`src/rtl/ddr_ins_reader.sv`:
```
// ----------------------------------------------------------------------------
// ddr_ins_reader
//
// DDR-side read engine for the instruction cache. A burst request (start
// address + beat count) is latched, then one single-beat read command per
// instruction is issued to the DDR application interface. Every returned word
// is packed as {data[ISA_WIDTH-1:0], beat_idx[7:0], 1'b1} and written into the
// DDR-to-instruction-cache FIFO. ins_reading is high for the whole transfer
// and acts as the cache's acknowledgement to drop ins_read_req.
//
// Ports:
//   clk               clock
//   rst               asynchronous reset, active low
//   ins_read_req      burst request from the cache (level)
//   ins_read_addr     burst start address, sampled on accept
//   ins_read_len      number of beats, sampled on accept
//   ins_reading       transfer in progress (registered)
//   app_cmd_valid     read command valid
//   app_cmd_rdy       DDR accepts the command
//   app_addr          command address
//   app_rd_data       returned read data
//   app_rd_data_valid returned data valid
//   fifo_din          packed FIFO word
//   fifo_wr_en        FIFO write strobe
//   fifo_prog_full    FIFO cannot absorb MAX_OUT more words
//   rd_err            sticky: data beat arrived while no transfer was active
// ----------------------------------------------------------------------------
module ddr_ins_reader #(
   parameter int ISA_WIDTH      = 30,
   parameter int DDR_ADDR_WIDTH = 28,
   parameter int DDR_DATA_WIDTH = 64,
   parameter int DDR_ADDR_STEP  = 8,
   parameter int MAX_OUT        = 16
) (
   input  logic                      clk,
   input  logic                      rst,
   input  logic                      ins_read_req,
   input  logic [DDR_ADDR_WIDTH-1:0] ins_read_addr,
   input  logic [7:0]                ins_read_len,
   output logic                      ins_reading,
   output logic                      app_cmd_valid,
   input  logic                      app_cmd_rdy,
   output logic [DDR_ADDR_WIDTH-1:0] app_addr,
   input  logic [DDR_DATA_WIDTH-1:0] app_rd_data,
   input  logic                      app_rd_data_valid,
   output logic [ISA_WIDTH+8:0]      fifo_din,
   output logic                      fifo_wr_en,
   input  logic                      fifo_prog_full,
   output logic                      rd_err
);

   localparam int OUT_W = $clog2(MAX_OUT + 1);

   typedef enum logic [1:0] {IDLE, CMD, WAIT_DATA, DONE} state_t;

   state_t                    state_reg;
   logic [DDR_ADDR_WIDTH-1:0] cur_addr_reg;
   logic [7:0]                len_reg;
   logic [7:0]                cmd_cnt_reg;
   logic [7:0]                beat_cnt_reg;
   logic [OUT_W-1:0]          out_cnt_reg;

   logic cmd_fire;
   logic beat_in;
   logic beat_last;
   logic cmd_last;
   logic active;

   // Only the low ISA_WIDTH bits of a DDR word carry an instruction.
   generate
      if (DDR_DATA_WIDTH > ISA_WIDTH) begin : g_spare_data
         logic unused_data_bits;
         assign unused_data_bits = ^app_rd_data[DDR_DATA_WIDTH-1:ISA_WIDTH];
      end
   endgenerate

   assign active   = (state_reg == CMD) || (state_reg == WAIT_DATA);
   assign app_addr = cur_addr_reg;

   // Combinational throttle so a full credit window or a nearly full FIFO
   // stops the very next command, not one cycle late.
   assign app_cmd_valid = (state_reg == CMD)
                        && (out_cnt_reg < OUT_W'(MAX_OUT))
                        && !fifo_prog_full;

   assign cmd_fire  = app_cmd_valid && app_cmd_rdy;
   assign beat_in   = app_rd_data_valid && active;
   assign cmd_last  = ({1'b0, cmd_cnt_reg} + 9'd1) == {1'b0, len_reg};
   assign beat_last = beat_in && (({1'b0, beat_cnt_reg} + 9'd1) == {1'b0, len_reg});

   always_ff @(posedge clk or negedge rst) begin
      if (!rst) begin
         state_reg    <= IDLE;
         cur_addr_reg <= '0;
         len_reg      <= '0;
         cmd_cnt_reg  <= '0;
         beat_cnt_reg <= '0;
         out_cnt_reg  <= '0;
         ins_reading  <= 1'b0;
         fifo_din     <= '0;
         fifo_wr_en   <= 1'b0;
         rd_err       <= 1'b0;
      end else begin
         fifo_wr_en <= 1'b0;

         // A beat with no transfer open is dropped and flagged.
         if (app_rd_data_valid && !active)
            rd_err <= 1'b1;

         // Data path runs regardless of whether commands are still going out.
         if (beat_in) begin
            fifo_din     <= {app_rd_data[ISA_WIDTH-1:0], beat_cnt_reg, 1'b1};
            fifo_wr_en   <= 1'b1;
            beat_cnt_reg <= beat_cnt_reg + 8'd1;
         end

         if (cmd_fire) begin
            cur_addr_reg <= cur_addr_reg + DDR_ADDR_WIDTH'(DDR_ADDR_STEP);
            cmd_cnt_reg  <= cmd_cnt_reg + 8'd1;
         end

         // Outstanding credits; a stray beat never drives the count negative.
         case ({cmd_fire, beat_in && (out_cnt_reg != '0)})
            2'b10:   out_cnt_reg <= out_cnt_reg + OUT_W'(1);
            2'b01:   out_cnt_reg <= out_cnt_reg - OUT_W'(1);
            default: out_cnt_reg <= out_cnt_reg;
         endcase

         case (state_reg)
            IDLE: begin
               if (ins_read_req) begin
                  cur_addr_reg <= ins_read_addr;
                  len_reg      <= ins_read_len;
                  cmd_cnt_reg  <= '0;
                  beat_cnt_reg <= '0;
                  ins_reading  <= 1'b1;
                  state_reg    <= (ins_read_len != 8'd0) ? CMD : DONE;
               end
            end
            CMD: begin
               if (cmd_fire && cmd_last)
                  state_reg <= WAIT_DATA;
            end
            WAIT_DATA: begin
               if (beat_last || (beat_cnt_reg == len_reg))
                  state_reg <= DONE;
            end
            DONE: begin
               // ins_reading drops one cycle after the final write (or after
               // accept for a zero-length burst); a held request is ignored.
               ins_reading <= 1'b0;
               if (!ins_read_req)
                  state_reg <= IDLE;
            end
            default: state_reg <= IDLE;
         endcase
      end
   end

endmodule
```
`config.mk`:
```
export PLATFORM = sky130hd
export DESIGN_NAME = ddr_ins_reader
export DESIGN_NICKNAME = d
export VERILOG_FILES = /design/src/rtl/ddr_ins_reader.sv
export SDC_FILE = /design/constraint.sdc
export NUM_CORES = 1
export LEC_CHECK = 0
export CORE_ASPECT_RATIO = 2
export CORE_MARGIN = 8
export CORE_UTILIZATION = 35
export CTS_BUF_LIST = sky130_fd_sc_hd__clkbuf_8
export DETAILED_ROUTE_END_ITERATION = 16
export PLACE_DENSITY_LB_ADDON = 0.12
export SLEW_MARGIN = 20
export SYNTH_ARGS = -nofsm -noshare
export SYNTH_HDL_FRONTEND = slang
export SYNTH_SLANG_ARGS = --single-unit
```
`constraint.sdc`:
```
create_clock -name clk -period 2.6 [get_ports clk]
set_input_delay 0.52 -clock clk [delete_from_list [all_inputs] [get_ports clk]]
set_output_delay 0.52 -clock clk [all_outputs]
set_load 0.01 [all_outputs]
```
# Word level (Yosys, flattened, before mapping)
# Cells that the tools add are included.
# classes
magnitude_cmp,1
n_reduce_logical,20
eq_ne,12
add_sub_neg,7
muxes,19
# op_table
op,count
28-bit two-way mux,3
8-bit two-way mux,6
"28-bit by 4-bit adder with 28-bit output, second input constant",1
"8-bit by 1-bit adder with 9-bit output, second input constant",2
9-bit by 8-bit == test with 1-bit output,2
"8-bit by 1-bit adder with 8-bit output, second input constant",2
2-bit two-way mux,5
5-bit case mux with 2 select lines,1
8-bit == test,1
1-bit logical AND,8
2-bit case mux with 4 select lines,1
8-bit nonzero test,1
"2-bit == test, second input constant",3
"5-bit by 1-bit adder with 5-bit output, second input constant",1
"5-bit < comparator, second input constant",1
5-bit nonzero test,1
"5-bit by 1-bit subtractor with 5-bit output, second input constant",1
"2-bit by 1-bit == test with 1-bit output, second input constant",2
"2-bit by 1-bit != test with 1-bit output, second input constant",2
"2-bit != test, second input constant",2
2-bit AND reduction,2
4-bit AND reduction,1
2-bit nonzero test,2
1-bit logical NOT,2
4 further kinds,6
# word_totals
in_bits,106
reg_bits,101
wordCells,69

# Depth between registers and ports, before layout
# logic_depth
word_depth,7
depth_mapped,15

# Worst setup path after synthesis
# OpenSTA, ideal clock, no wires.
# synth_timing
kind,register -> register
startpoint,reg state_reg[0]
endpoint,reg out_cnt_reg[4]
path_buffers,2
setup_ns,0.125
required_ns,2.475
synth_period_minus_slack_ns,2.788
path_slack_ns,-0.188
arrival_ns,2.662
path_stages_with_launch,16
cell_sequence,dfrtp_1 -> inv_1 -> ha_1 -> nand2_1 -> clkbuf_1 -> clkbuf_1 -> a21oi_1 -> ha_1 -> inv_1 -> fa_1 -> inv_1 -> a21o_1 -> a21oi_1 -> xnor2_1 -> nor2_1 -> xor2_1
# synth_via
elab_chain_cells,6
# synth_lines
item,line,text
start: declaration,56,state_t state_reg;
start signal: assignment,137,state_reg <= (ins_read_len != 8'd0) ? CMD : DONE;
2-bit by 1-bit == test with 1-bit output / 2-bit == test (equally long branches),"77, 82",
1-bit logical OR / 1-bit logical AND (equally long branches),"77, 83",
"1-bit logical AND, on equally long branches","87, 84",
"1-bit logical AND, on equally long branches","123, 86",
2-bit by 1-bit == test with 1-bit output / 2-bit == test (equally long branches),123,"case ({cmd_fire, beat_in && (out_cnt_reg != '0)})"
5-bit case mux with 2 select lines / 2-bit nonzero test (equally long branches),--,
end signal: assignment,124,2'b10: out_cnt_reg <= out_cnt_reg + OUT_W'(1);
end signal: assignment,125,2'b01: out_cnt_reg <= out_cnt_reg - OUT_W'(1);
end signal: assignment,126,default: out_cnt_reg <= out_cnt_reg;
end: declaration,61,logic [OUT_W-1:0] out_cnt_reg;
# Parallel ways exist; a longest one is shown, timed or not.
# A chain may end at the register's enable or synchronous reset.

# Final worst setup path
# Ends and elaborated chain as after synthesis.

==> results.toml <==
[outcome]
status = "completed"

[layout]
fin_cells = 839
fillers = 1368
multi_input_area_sq_um = 2346
insertedDiodeCount = 0
final_area_sq_um = 6952
layout-drive-gt1-share_pct = 13.29
regMostFlops = "fifo_din"
largest_reg_flops = 39
nets = 760
fin_util_pct = 48.97
ff_latch_area_sq_um = 2527
syn_to_final_growth_pct = 38.73

[routing]
drc = 0
via_per_inst = 4.667
initialDrtViolationCount = 44
wl_per_cell_um = 15.45
drtPass1Iterations = 4
antenna_left = 0
postRouteWirelength_um = 12960
routed-via-count = 3916

[global_routing]
grt_pass1_wl_um = 21180
grt_pass1_vias = 4164
antenna_found_initial = 0
grt-ovfl-total = 0
track_usage_pct = 14.37
grt_max_degree = 46

[critical_path]
r2r_slack_ns = 0.21
worst_path_max_delay_cell = "dfrtp_1"
r2r_end = "out_cnt_reg[4]"
cp_slowest_stage_delay_ns = 0.40
crit_cells = 13
cp-start-kind = "flop"
cp.required_ns = 2.89
cp-startpoint = "state_reg[0]"
critPathKind = "reg2reg"
path_cells = "inv_1 -> ha_1 -> nand2_2 -> a21oi_1 -> ha_2 -> inv_1 -> fa_1 -> inv_1 -> a21o_1 -> a21oi_1 -> xnor2_1 -> nor2_1 -> xor2_1"
reg2reg_from = "state_reg[0]"
crit_path_frequent_cell = "inv_1"
cp_top_family = "adder cells"
r2r_cells = 13
path_buf_inv = 3
cp-endpoint = "out_cnt_reg[4]"
path_max_fanout = 4
end_kind = "flop"
arrival_ns = 2.68

[die]
num_rows = 62
die_h_um = 185.2
initial_core_util_pct = 35.30
die_x_um = 100.6
pin_count = 177
dieArea_sq_um = 18630
coreArea_sq_um = 14200

[sta]
fin_worst_skew_ns = 0.01631
setup_slack_ns = 0.2139
post-route-period-util_pct = 91.77
tightestPinTransition_ns = 0.5493
fin_crit_ns = 2.386
fmax_mhz = 419.1
slew_headroom_pct = 63.38
setup_violations = 0
finalMaxSlewViolations = 0
rsz0062_at_grt = "no"
hold_viol = 0

[cts]
cts-root-buf = "clkbuf_8"
cts_tree = "built"
clock-sinks = 101
cts_inserted_buffers = 9
clk_path_buf_depth = 2
cts.clk_slew.worst_paths_ns = 0.11
cts_max_level = 3
holdBufCountCts = 0
clkLatencyLatePin_ns = 0.37

[place]
place.gp.congestion = 0.7729
dp.cells = 821
place_area_sq_um = 6738
pre_cts_slack_ns = -0.1331
port_buffers = 142
dp_hpwl_um = 9800

[power_and_ir_drop]
finalPower_w = 0.007395
power_leakage_nw = 2.904
p_per_area_nw_per_um2 = 1064
vdd_drop_max_mv = 0.5033

[logic_synthesis]
async_flop_share_pct = 100.0
synth_edf_count = 0
synthesis.nets = 608
synth_most_common_cell = "dfrtp_1"
synth_area_leaders = "dfrtp_1 (50%), mux2_2 (8.5%), nand2_1 (6.5%)"
synthDistinctLibCells = 47
synth_common_cells = "dfrtp_1 (101), nand2_1 (87), mux2_2 (38)"
synth_seq_cells = 101
synth_top_cell_area_share_pct = 50.44
yosysSeqAreaShare_pct = 50.44
syn_inst = 490
syn_area_sq_um = 5011
yosys.area.top_type = "dfrtp_1"
ys.warnings.count = 0
synth_area_per_cell_sq_um = 10.23
ys.flop_type = "dfrtp_1"

[flow_run]
max_cap_viol_count = 0

[min_path]
worstHoldPathType = "in2async"
cells by family (layout without fill, tap and decap cells):
| group | Yosys count | count (layout) | share of synthesized area [%] |
|---|---|---|---|
| multiplexers | 43 | 43 | 9.563 |
| AND/OR/NAND/NOR | 181 | 181 | 16.58 |
| buffers and inverters | 35 | 192 | 2.871 |
| XOR/XNOR | 62 | 62 | 10.84 |
| AO/OA/AOI/OAI | 56 | 56 | 6.567 |
| adder cells (fa/ha/maj) | 12 | 12 | 3.146 |
| flip-flops | 101 | 101 | 50.44 |
final cells by class:
type / instances / share of cell area, %
clock buffer: 9 / 1.782
clock inverter: 7 / 1.044
inverter: 12 / 0.6479
multi-input combinational: 354 / 33.75
sequential: 101 / 36.36
tap: 192 / 3.456
timing repair buffer: 164 / 22.97
metal layers:
metal / part of all wire (%) / track usage [%] / up-vias / wire (um)
met2: 48 / 23.33 / 94 / 6271
li1: - / - / 1948 / -
met4: 1.1 / 4.451 / 0 / 146
met1: 42 / 16.89 / 1866 / 5500
met3: 8.0 / 5.610 / 8 / 1043
met5: 0 / 0 / - / 0
layout by cell type, fill, tap and decap left out, types with 2 or more instances in the layout:
master | Yosys | routed
a21o_1 | 3 | 3
xnor2_1 | 30 | 30
or2_2 | 2 | 2
or3_1 | 2 | 2
o21ai_0 | 26 | 26
nand4_1 | 9 | 9
nand2_1 | 87 | 86
nor2_1 | 32 | 32
and2_1 | 3 | 2
or2_1 | 2 | 2
buf_4 | 0 | 22
nand2b_1 | 2 | 2
mux2i_1 | 4 | 4
dfrtp_1 | 101 | 101
nand3_1 | 16 | 16
a21oi_1 | 8 | 8
o21ai_1 | 9 | 9
mux2_2 | 38 | 38
inv_1 | 11 | 12
nor3_1 | 4 | 4
nor2b_1 | 3 | 3
xor2_1 | 32 | 32
nor3_2 | 3 | 3
clkdlybuf4s50_1 | 0 | 141
and3_1 | 5 | 5
inv_6 | 0 | 3
nor4_1 | 5 | 5
clkbuf_8 | 0 | 9
ha_1 | 11 | 10
repair_timing:
item	4_1_cts	5_1_grt
buffers inserted	0	2
setup endpoints to repair	0	1
resized for setup	0	1
worst reg2reg max path, stage by stage (launching register included):
cell	delay, ns
dfrtp_1	0.40
inv_1	0.09
ha_1	0.31
nand2_2	0.08
a21oi_1	0.14
ha_2	0.23
inv_1	0.07
fa_1	0.38
inv_1	0.07
a21o_1	0.11
a21oi_1	0.07
xnor2_1	0.12
nor2_1	0.11
xor2_1	0.16
through the flow:
stage                     hold slack [ns]  TNS [ns]
after detailed placement           0.4482   -0.2984
after floorplan                    0.2244         0
after global placement             0.4426   -0.1989
final                             0.08207         0
after CTS                         0.08038         0
after global routing              0.09344         0
report_power, final:
| part | switching [W] | internal, W |
|---|---|---|
| combinational | 0.00159 | 0.00203 |
| sequential | 0.000543 | 0.00220 |
| clock | 0.000577 | 0.000452 |
| total | 0.00271 | 0.00469 |
worst min-delay path by stage:
stage,start,to,slack (ns),cells after the start
after floorplan,rst,app_addr[0],0.22,0
after global placement,rd_err,rd_err,0.44,1
after detailed placement,rd_err,rd_err,0.45,1
after CTS,rst,fifo_din[10],0.08,1
after global routing,rst,out_cnt_reg[0],0.09,1
final,rst,fifo_din[38],0.08,1
No activity file was read; power rests on OpenSTA's default activity.
